==> src/rtl/button_press_solver.sv <==
// Minimum button-press solver for the light/button wiring puzzle.
// Captures one line (target word followed by button masks), then walks all
// button subsets in Gray-code order to find the smallest subset whose XOR
// equals the target. The per-line minima are summed into result.
//
// state    | meaning
// S_IDLE   | waiting for a completed line to hand off
// S_SEARCH | one Gray-code subset per cycle, tracking best press count
// S_ACCUM  | fold best into result, or flag the line as unsolvable
module button_press_solver #(
  parameter int MAX_WIRING_WIDTH = 16,
  parameter int MAX_BUTTONS      = 13,
  parameter int RESULT_WIDTH     = 32
) (
  input  logic                        clk,
  input  logic                        rst,
  input  logic                        end_of_file,
  input  logic                        end_of_line,
  input  logic                        wiring_valid,
  input  logic [MAX_WIRING_WIDTH-1:0] wiring_data,
  output logic                        busy,
  output logic                        result_valid,
  output logic [RESULT_WIDTH-1:0]     result,
  output logic                        err_overrun,
  output logic                        err_too_many_buttons,
  output logic                        err_unsolvable
);

  localparam int CNT_W = $clog2(MAX_BUTTONS + 1);
  // One spare bit so the all-ones "no solution" marker can never equal a real count.
  localparam int POP_W = CNT_W + 1;
  // k never exceeds 2^n-1, so MAX_BUTTONS bits suffice; the last-subset
  // compare relies on 1<<MAX_BUTTONS wrapping to zero at this width.
  localparam int K_W   = MAX_BUTTONS;
  localparam int IDX_W = (MAX_BUTTONS > 1) ? $clog2(MAX_BUTTONS) : 1;

  typedef enum logic [1:0] {S_IDLE, S_SEARCH, S_ACCUM} state_t;

  // capture buffer
  logic [MAX_WIRING_WIDTH-1:0] r_cap_target;
  logic                        r_cap_has_target;
  logic [MAX_WIRING_WIDTH-1:0] r_cap_buttons [MAX_BUTTONS];
  logic [CNT_W-1:0]            r_cap_count;

  // solver
  state_t                      r_state;
  state_t                      w_state_next;
  logic [MAX_WIRING_WIDTH-1:0] r_target;
  logic [MAX_WIRING_WIDTH-1:0] r_masks [MAX_BUTTONS];
  logic [CNT_W-1:0]            r_n;
  logic [K_W-1:0]              r_k;
  logic [MAX_BUTTONS-1:0]      r_gray;
  logic [MAX_WIRING_WIDTH-1:0] r_acc;
  logic [POP_W-1:0]            r_pop;
  logic [POP_W-1:0]            r_best;

  logic [RESULT_WIDTH-1:0]     r_result;
  logic                        r_result_valid;
  logic                        r_err_overrun;
  logic                        r_err_too_many;
  logic                        r_err_unsolvable;
  logic                        r_eof_d;

  logic [MAX_WIRING_WIDTH-1:0] w_line_target;
  logic                        w_line_has_target;
  logic [CNT_W-1:0]            w_line_count;
  logic                        w_append;
  logic                        w_drop;
  logic                        w_line_evt;
  logic                        w_handoff;
  logic                        w_overrun;
  logic [K_W-1:0]              w_k_next;
  logic [IDX_W-1:0]            w_idx;
  logic                        w_k_last;
  logic [MAX_BUTTONS-1:0]      w_bit_sel;
  logic [MAX_BUTTONS-1:0]      w_gray_next;
  logic                        w_bit_set;

  // Line as it stands after this cycle's word, so a word coinciding with LF
  // is part of the handed-off line.
  always_comb begin
    w_line_target     = r_cap_target;
    w_line_has_target = r_cap_has_target;
    w_line_count      = r_cap_count;
    w_append          = 1'b0;
    w_drop            = 1'b0;
    if (wiring_valid && !r_result_valid) begin
      if (!r_cap_has_target) begin
        w_line_target     = wiring_data;
        w_line_has_target = 1'b1;
      end else if (r_cap_count < CNT_W'(MAX_BUTTONS)) begin
        w_append     = 1'b1;
        w_line_count = r_cap_count + CNT_W'(1);
      end else begin
        w_drop = 1'b1;
      end
    end
  end

  // End of file acts as a final LF on its first high cycle only.
  assign w_line_evt = (end_of_line | (end_of_file & ~r_eof_d)) & w_line_has_target & ~r_result_valid;
  assign w_handoff  = w_line_evt & (r_state == S_IDLE);
  assign w_overrun  = w_line_evt & (r_state != S_IDLE);

  // Gray-code step: trailing-zero count of k+1 selects the button to toggle.
  always_comb begin
    w_k_next = r_k + K_W'(1);
    w_idx    = '0;
    for (int i = MAX_BUTTONS - 1; i >= 0; i--) begin
      if (w_k_next[i]) w_idx = IDX_W'(i);
    end
    w_k_last    = (r_k == ((K_W'(1) << r_n) - K_W'(1)));
    w_bit_sel   = MAX_BUTTONS'(1) << w_idx;
    w_gray_next = r_gray ^ w_bit_sel;
    w_bit_set   = |(w_gray_next & w_bit_sel);
  end

  // Capture buffer: load target, append buttons, clear on line completion.
  always_ff @(posedge clk) begin
    if (rst || w_line_evt) begin
      r_cap_target     <= '0;
      r_cap_has_target <= 1'b0;
      r_cap_count      <= '0;
      for (int i = 0; i < MAX_BUTTONS; i++) r_cap_buttons[i] <= '0;
    end else begin
      r_cap_target     <= w_line_target;
      r_cap_has_target <= w_line_has_target;
      r_cap_count      <= w_line_count;
      for (int i = 0; i < MAX_BUTTONS; i++) begin
        if (w_append && (r_cap_count == CNT_W'(i))) r_cap_buttons[i] <= wiring_data;
      end
    end
  end

  // Solver state register.
  always_ff @(posedge clk) begin
    if (rst) r_state <= S_IDLE;
    else     r_state <= w_state_next;
  end

  // Solver next-state logic.
  always_comb begin
    w_state_next = r_state;
    case (r_state)
      S_IDLE:   if (w_handoff) w_state_next = S_SEARCH;
      S_SEARCH: if (w_k_last)  w_state_next = S_ACCUM;
      S_ACCUM:  w_state_next = S_IDLE;
      default:  w_state_next = S_IDLE;
    endcase
  end

  // Solver datapath, accumulation, sticky errors and completion flag.
  always_ff @(posedge clk) begin
    if (rst) begin
      r_target         <= '0;
      r_n              <= '0;
      r_k              <= '0;
      r_gray           <= '0;
      r_acc            <= '0;
      r_pop            <= '0;
      r_best           <= '1;
      r_result         <= '0;
      r_result_valid   <= 1'b0;
      r_err_overrun    <= 1'b0;
      r_err_too_many   <= 1'b0;
      r_err_unsolvable <= 1'b0;
      r_eof_d          <= 1'b0;
      for (int i = 0; i < MAX_BUTTONS; i++) r_masks[i] <= '0;
    end else begin
      r_eof_d <= end_of_file;
      if (w_overrun) r_err_overrun  <= 1'b1;
      if (w_drop)    r_err_too_many <= 1'b1;

      if (w_handoff) begin
        r_target <= w_line_target;
        r_n      <= w_line_count;
        r_k      <= '0;
        r_gray   <= '0;
        r_acc    <= '0;
        r_pop    <= '0;
        r_best   <= '1;
        for (int i = 0; i < MAX_BUTTONS; i++) begin
          r_masks[i] <= (w_append && (r_cap_count == CNT_W'(i))) ? wiring_data : r_cap_buttons[i];
        end
      end

      if (r_state == S_SEARCH) begin
        if ((r_acc == r_target) && (r_pop < r_best)) r_best <= r_pop;
        if (!w_k_last) begin
          r_k    <= w_k_next;
          r_gray <= w_gray_next;
          r_acc  <= r_acc ^ r_masks[w_idx];
          r_pop  <= w_bit_set ? (r_pop + POP_W'(1)) : (r_pop - POP_W'(1));
        end
      end

      if (r_state == S_ACCUM) begin
        if (r_best != '1) r_result <= r_result + RESULT_WIDTH'(r_best);
        else              r_err_unsolvable <= 1'b1;
      end

      if (end_of_file && !w_line_has_target && (r_state == S_IDLE)) r_result_valid <= 1'b1;
    end
  end

  assign busy                 = (r_state != S_IDLE);
  assign result_valid         = r_result_valid;
  assign result               = r_result;
  assign err_overrun          = r_err_overrun;
  assign err_too_many_buttons = r_err_too_many;
  assign err_unsolvable       = r_err_unsolvable;

endmodule

==> config.mk <==
export PLATFORM = sky130hd
export DESIGN_NAME = button_press_solver
export DESIGN_NICKNAME = d
export VERILOG_FILES = /design/src/rtl/button_press_solver.sv
export SDC_FILE = /design/constraint.sdc
export NUM_CORES = 1
export LEC_CHECK = 0
export CAP_MARGIN = 5
export CORE_UTILIZATION = 55
export CTS_CLUSTER_SIZE = 12
export DETAILED_ROUTE_END_ITERATION = 8
export PLACE_DENSITY = 0.77
export SETUP_SLACK_MARGIN = 0.5
export SLEW_MARGIN = 20
export SYNTH_ARGS = -nofsm -noshare
export SYNTH_HDL_FRONTEND = slang
export SYNTH_SLANG_ARGS = --single-unit
==> constraint.sdc <==
create_clock -name clk -period 8.8 [get_ports clk]
set_input_delay 2.64 -clock clk [delete_from_list [all_inputs] [get_ports clk]]
set_output_delay 2.64 -clock clk [all_outputs]
set_load 0.005 [all_outputs]
==> impl_metrics.py <==
metrics = {
    "outcome": {
        "run_status": "finished, violations left",
        "violations": "DRC",
    },
    "sta": {
        "slew_headroom_pct": 26.7,
        "grt_setup_unrepaired": "false",
        "setup-violations-final": 0,
        "layout_min_cycle_time_ps": 6230,
        "finalWorstSetupSlack_ps": 2570,
        "fmax_mhz": 160,
        "worst_slew_pin_tran_ps": 1100,
        "final.period_utilization_pct": 70.8,
        "slew_viol_final": 0,
        "setup-tns-final_ps": 0,
        "finalClockSkew_ps": 27.9,
        "finalHoldViolations": 0,
    },
    "power": {
        "static-leakage-power_nw": 10.7,
        "total_power_mw": 6.19,
        "power.density_cell_area_mw_per_mm2": 216,
        "max-vdd-ir-drop_uv": 174,
    },
    "clocking": {
        "cts.reportedPaths.clkPinSlew_ps": 60,
        "cts_max_level": 2,
        "cts_setup_buffers": 0,
        "cts_max_path_buffers": 3,
        "tritoncts": "done",
        "clock_latency_on_the_worst_skew_pair_ps": 640,
        "cts_resized": 0,
        "cts.sinks": 548,
        "cts-hold-fix-buffers": 0,
        "numCtsBuffers": 55,
        "clock_root_buffer": "clkbuf_16",
    },
    "final_layout": {
        "num-fill-cells": 3667,
        "final_common_cell": "nand2_1",
        "layout.nets": 2590,
        "layout-area-overhead-vs-synth_pct": 9.02,
        "final_layout_size_suffix_gt1_share_pct": 6.07,
        "mostFrequentLayoutCells": "nand2_1, edfxtp_1, a21oi_1",
    },
    "hold_path": {
        "worst_hold_path_type": "flop to flop",
        "worstHoldStart": "r_gray[0]$_SDFF_PP0_",
        "min_to": "r_gray[0]$_SDFF_PP0_",
        "min_delay_path_depth": 2,
    },
    "setup_path": {
        "critical_path_arrival_ps": 6700,
        "crit_reg_reg_startpoint": "r_k[0]$_SDFF_PP0_",
        "worst-r2r-setup-slack_ps": 2570,
        "ff2ff_path_depth": 19,
        "criticalPathCategory": "flop to flop",
        "critical_path_peak_fanout": 38,
        "worstPathRequired_ps": 9270,
        "critical_path.endpoint_type": "flop",
        "type_of_element_launching_the_critical_path": "flop",
        "r2r-end": "r_pop[4]$_SDFF_PP0_",
    },
    "routing": {
        "first_pass_iters": 9,
        "detail_route.drc_violations": 8,
        "drt-wirelength-per-cell_um": 22.7,
        "antenna_left": 0,
        "detailroute.via_count": 20100,
        "avgViaCountPerCell": 6.32,
        "drt-total-wl_um": 72300,
        "detailedRoute.firstIterationViolations": 2811,
    },
    "floorplan": {
        "design.core.area_mm2": 0.0468,
        "die-width_um": 220,
        "io_pins": 58,
        "start_util_pct": 56.1,
        "placement_rows": 79,
        "die_area_mm2": 0.0486,
        "floorplan.die.height_um": 220,
    },
    "yosys": {
        "yosys_warnings": 0,
        "synth_fp_nets": 2660,
        "synth_enable_flop_cells": 416,
        "cells_after_synthesis": 2605,
        "syn-cell-area_mm2": 0.0262,
        "ys_seq_elements": 548,
        "synth_top_flop_cell": "edfxtp_1",
        "synth-async-reset-ratio_pct": 0,
        "synth_sequential_area_ratio_pct": 57.7,
        "synth_mux_area_share_pct": 2.88,
        "synthSimpleGateAreaFrac_pct": 19.5,
        "synth.avg_cell_area_um2": 10.1,
        "synth_top_family_by_area": "simple AND/OR/NAND/NOR gates",
        "synth_compound_gate_area_share_pct": 11.8,
        "synth-xor-area-share_pct": 2.00,
        "synth_cell_type_count": 87,
        "synth_fa_ha_area_share_pct": 1.68,
    },
    "global_routing": {
        "grt_pass1_wl_um": 109000,
        "globalRouteOverflowTotal": 0,
        "grt_util_met1_pct": 41.0,
        "grt_pass1_vias": 18400,
        "globalRouteMet3Util_pct": 6.31,
        "grt_max_degree": 124,
        "grt.met2_usage_pct": 46.4,
        "grt_overall_usage_pct": 29.7,
        "grt_antenna_before_repair": 0,
        "top_usage_layer": "met2",
    },
    "placed_design": {
        "port-buffer-count": 57,
        "place_congestion": 0.990,
        "dpl.hpwl_um": 45400,
        "place_worst_setup_slack_ps": 2390,
    },
    "run": {
        "maxCapViolCount": 0,
    },
}
-- routing by layer --
metal | vias up | part of all wire, %
li1 | 9096 | -
met1 | 9635 | 40
met2 | 1193 | 46
met3 | 166 | 11
met4 | 0 | 3.5
met5 | - | 0
-- flip-flops by register name (all words and copies together) (netlist names), 2 cells and up --
| signal | count |
|---|---|
| r_pop | 5 |
| r_cap_count | 4 |
| r_masks | 208 |
| r_n | 4 |
| r_state | 2 |
| r_cap_buttons | 208 |
| result | 32 |
| r_cap_target | 16 |
| r_target | 16 |
| r_acc | 16 |
| r_best | 5 |
| r_k | 13 |
| r_gray | 13 |
-- synthesized netlist by cell type, drive strengths merged, types with 6 or more instances --
cell,instances,area (um2)
buf,46,303
a31o,6,52.6
nor2,204,766
nand3,81,410
o311ai,8,70.1
o2111ai,6,52.6
and3,144,902
clkbuf,174,653
a221o,8,80.1
a21oi,283,1420
a21o,16,123
and2,27,171
o21ai,55,275
xor2,21,184
or3,31,199
nand2,504,1900
a31oi,12,75.1
inv,53,199
nor3,29,165
a2111oi,7,61.3
o211ai,22,165
ha,32,400
nand4,16,115
nand2b,21,131
nor4,15,100
dfxtp,132,2640
a211oi,28,215
xnor2,39,342
nor2b,15,93.8
mux2i,71,711
edfxtp,416,12500
o32a,6,60.1
-- logic make-up (layout without fill, tap and decap cells) --
family                     Yosys count  in the layout
and+or+nand+nor                   1108           1108
DFF                                548            548
AOI/OAI and AO/OA                  506            506
buffers and inverters              274            240
muxes                               75             75
xor gates and xnor gates            60             60
adders and majority gates           34             34
other                                0              1
-- stage by stage --
stage | std cells | instance area (um2) | hold WS [ps] | utilization [%]
after floorplan | 2605 | 26200 | 448 | -
after global placement | 3085 | 26900 | 448 | 57.6
after detailed placement | 3085 | 26900 | 460 | 57.6
after CTS | 3178 | 28600 | 469 | 61.1
after global routing | 3178 | 28600 | 486 | 61.2
final | 3179 | 28600 | 467 | 61.2
-- final cells by class --
type,count,area (um2),share of cell area [%]
multi-input combinational,1783,9980,34.9
tap,607,759,2.66
clock inverter,13,116,0.407
inverter,53,199,0.696
clock buffer,80,1540,5.39
timing repair buffer,94,858,3.00
sequential,548,15100,52.9
antenna,1,2.50,0.00875
-- critical path, stage by stage (launching register included) --
cell,delay [ps]
dfxtp_1,780
ha_1,540
nand2_1,260
nor3_2,410
mux2i_1,500
a21oi_2,140
or3_4,630
nand3_1,360
inv_1,190
ha_1,230
nor4_1,240
nand4_1,320
inv_1,240
ha_1,300
a21o_1,170
a21oi_1,180
xor2_1,230
nor2_1,60
o21ai_0,170
a21oi_1,90
-- worst max-delay path by stage --
stage	endpoint	from	cells past startpoint	slack, ps
global placement	r_cap_buttons[0][122]$_SDFFCE_PN0P_	wiring_valid	6	2480
finish	r_pop[4]$_SDFF_PP0_	r_k[0]$_SDFF_PP0_	19	2570
global route	r_pop[4]$_SDFF_PP0_	r_k[0]$_SDFF_PP0_	19	2270
detailed placement	r_cap_buttons[0][120]$_SDFFCE_PN0P_	wiring_valid	6	2390
CTS	r_pop[4]$_SDFF_PP0_	r_k[0]$_SDFF_PP0_	19	2710
floorplan	r_acc[11]$_SDFF_PP0_	end_of_file	8	2150
-- power breakdown --
part           leakage, nW  internal [mW]  switching, mW
Combinational         4.38          0.234          0.582
Sequential            5.55           3.04          0.112
Clock                0.808           1.24          0.986
No activity file was read; power rests on OpenSTA's default activity.
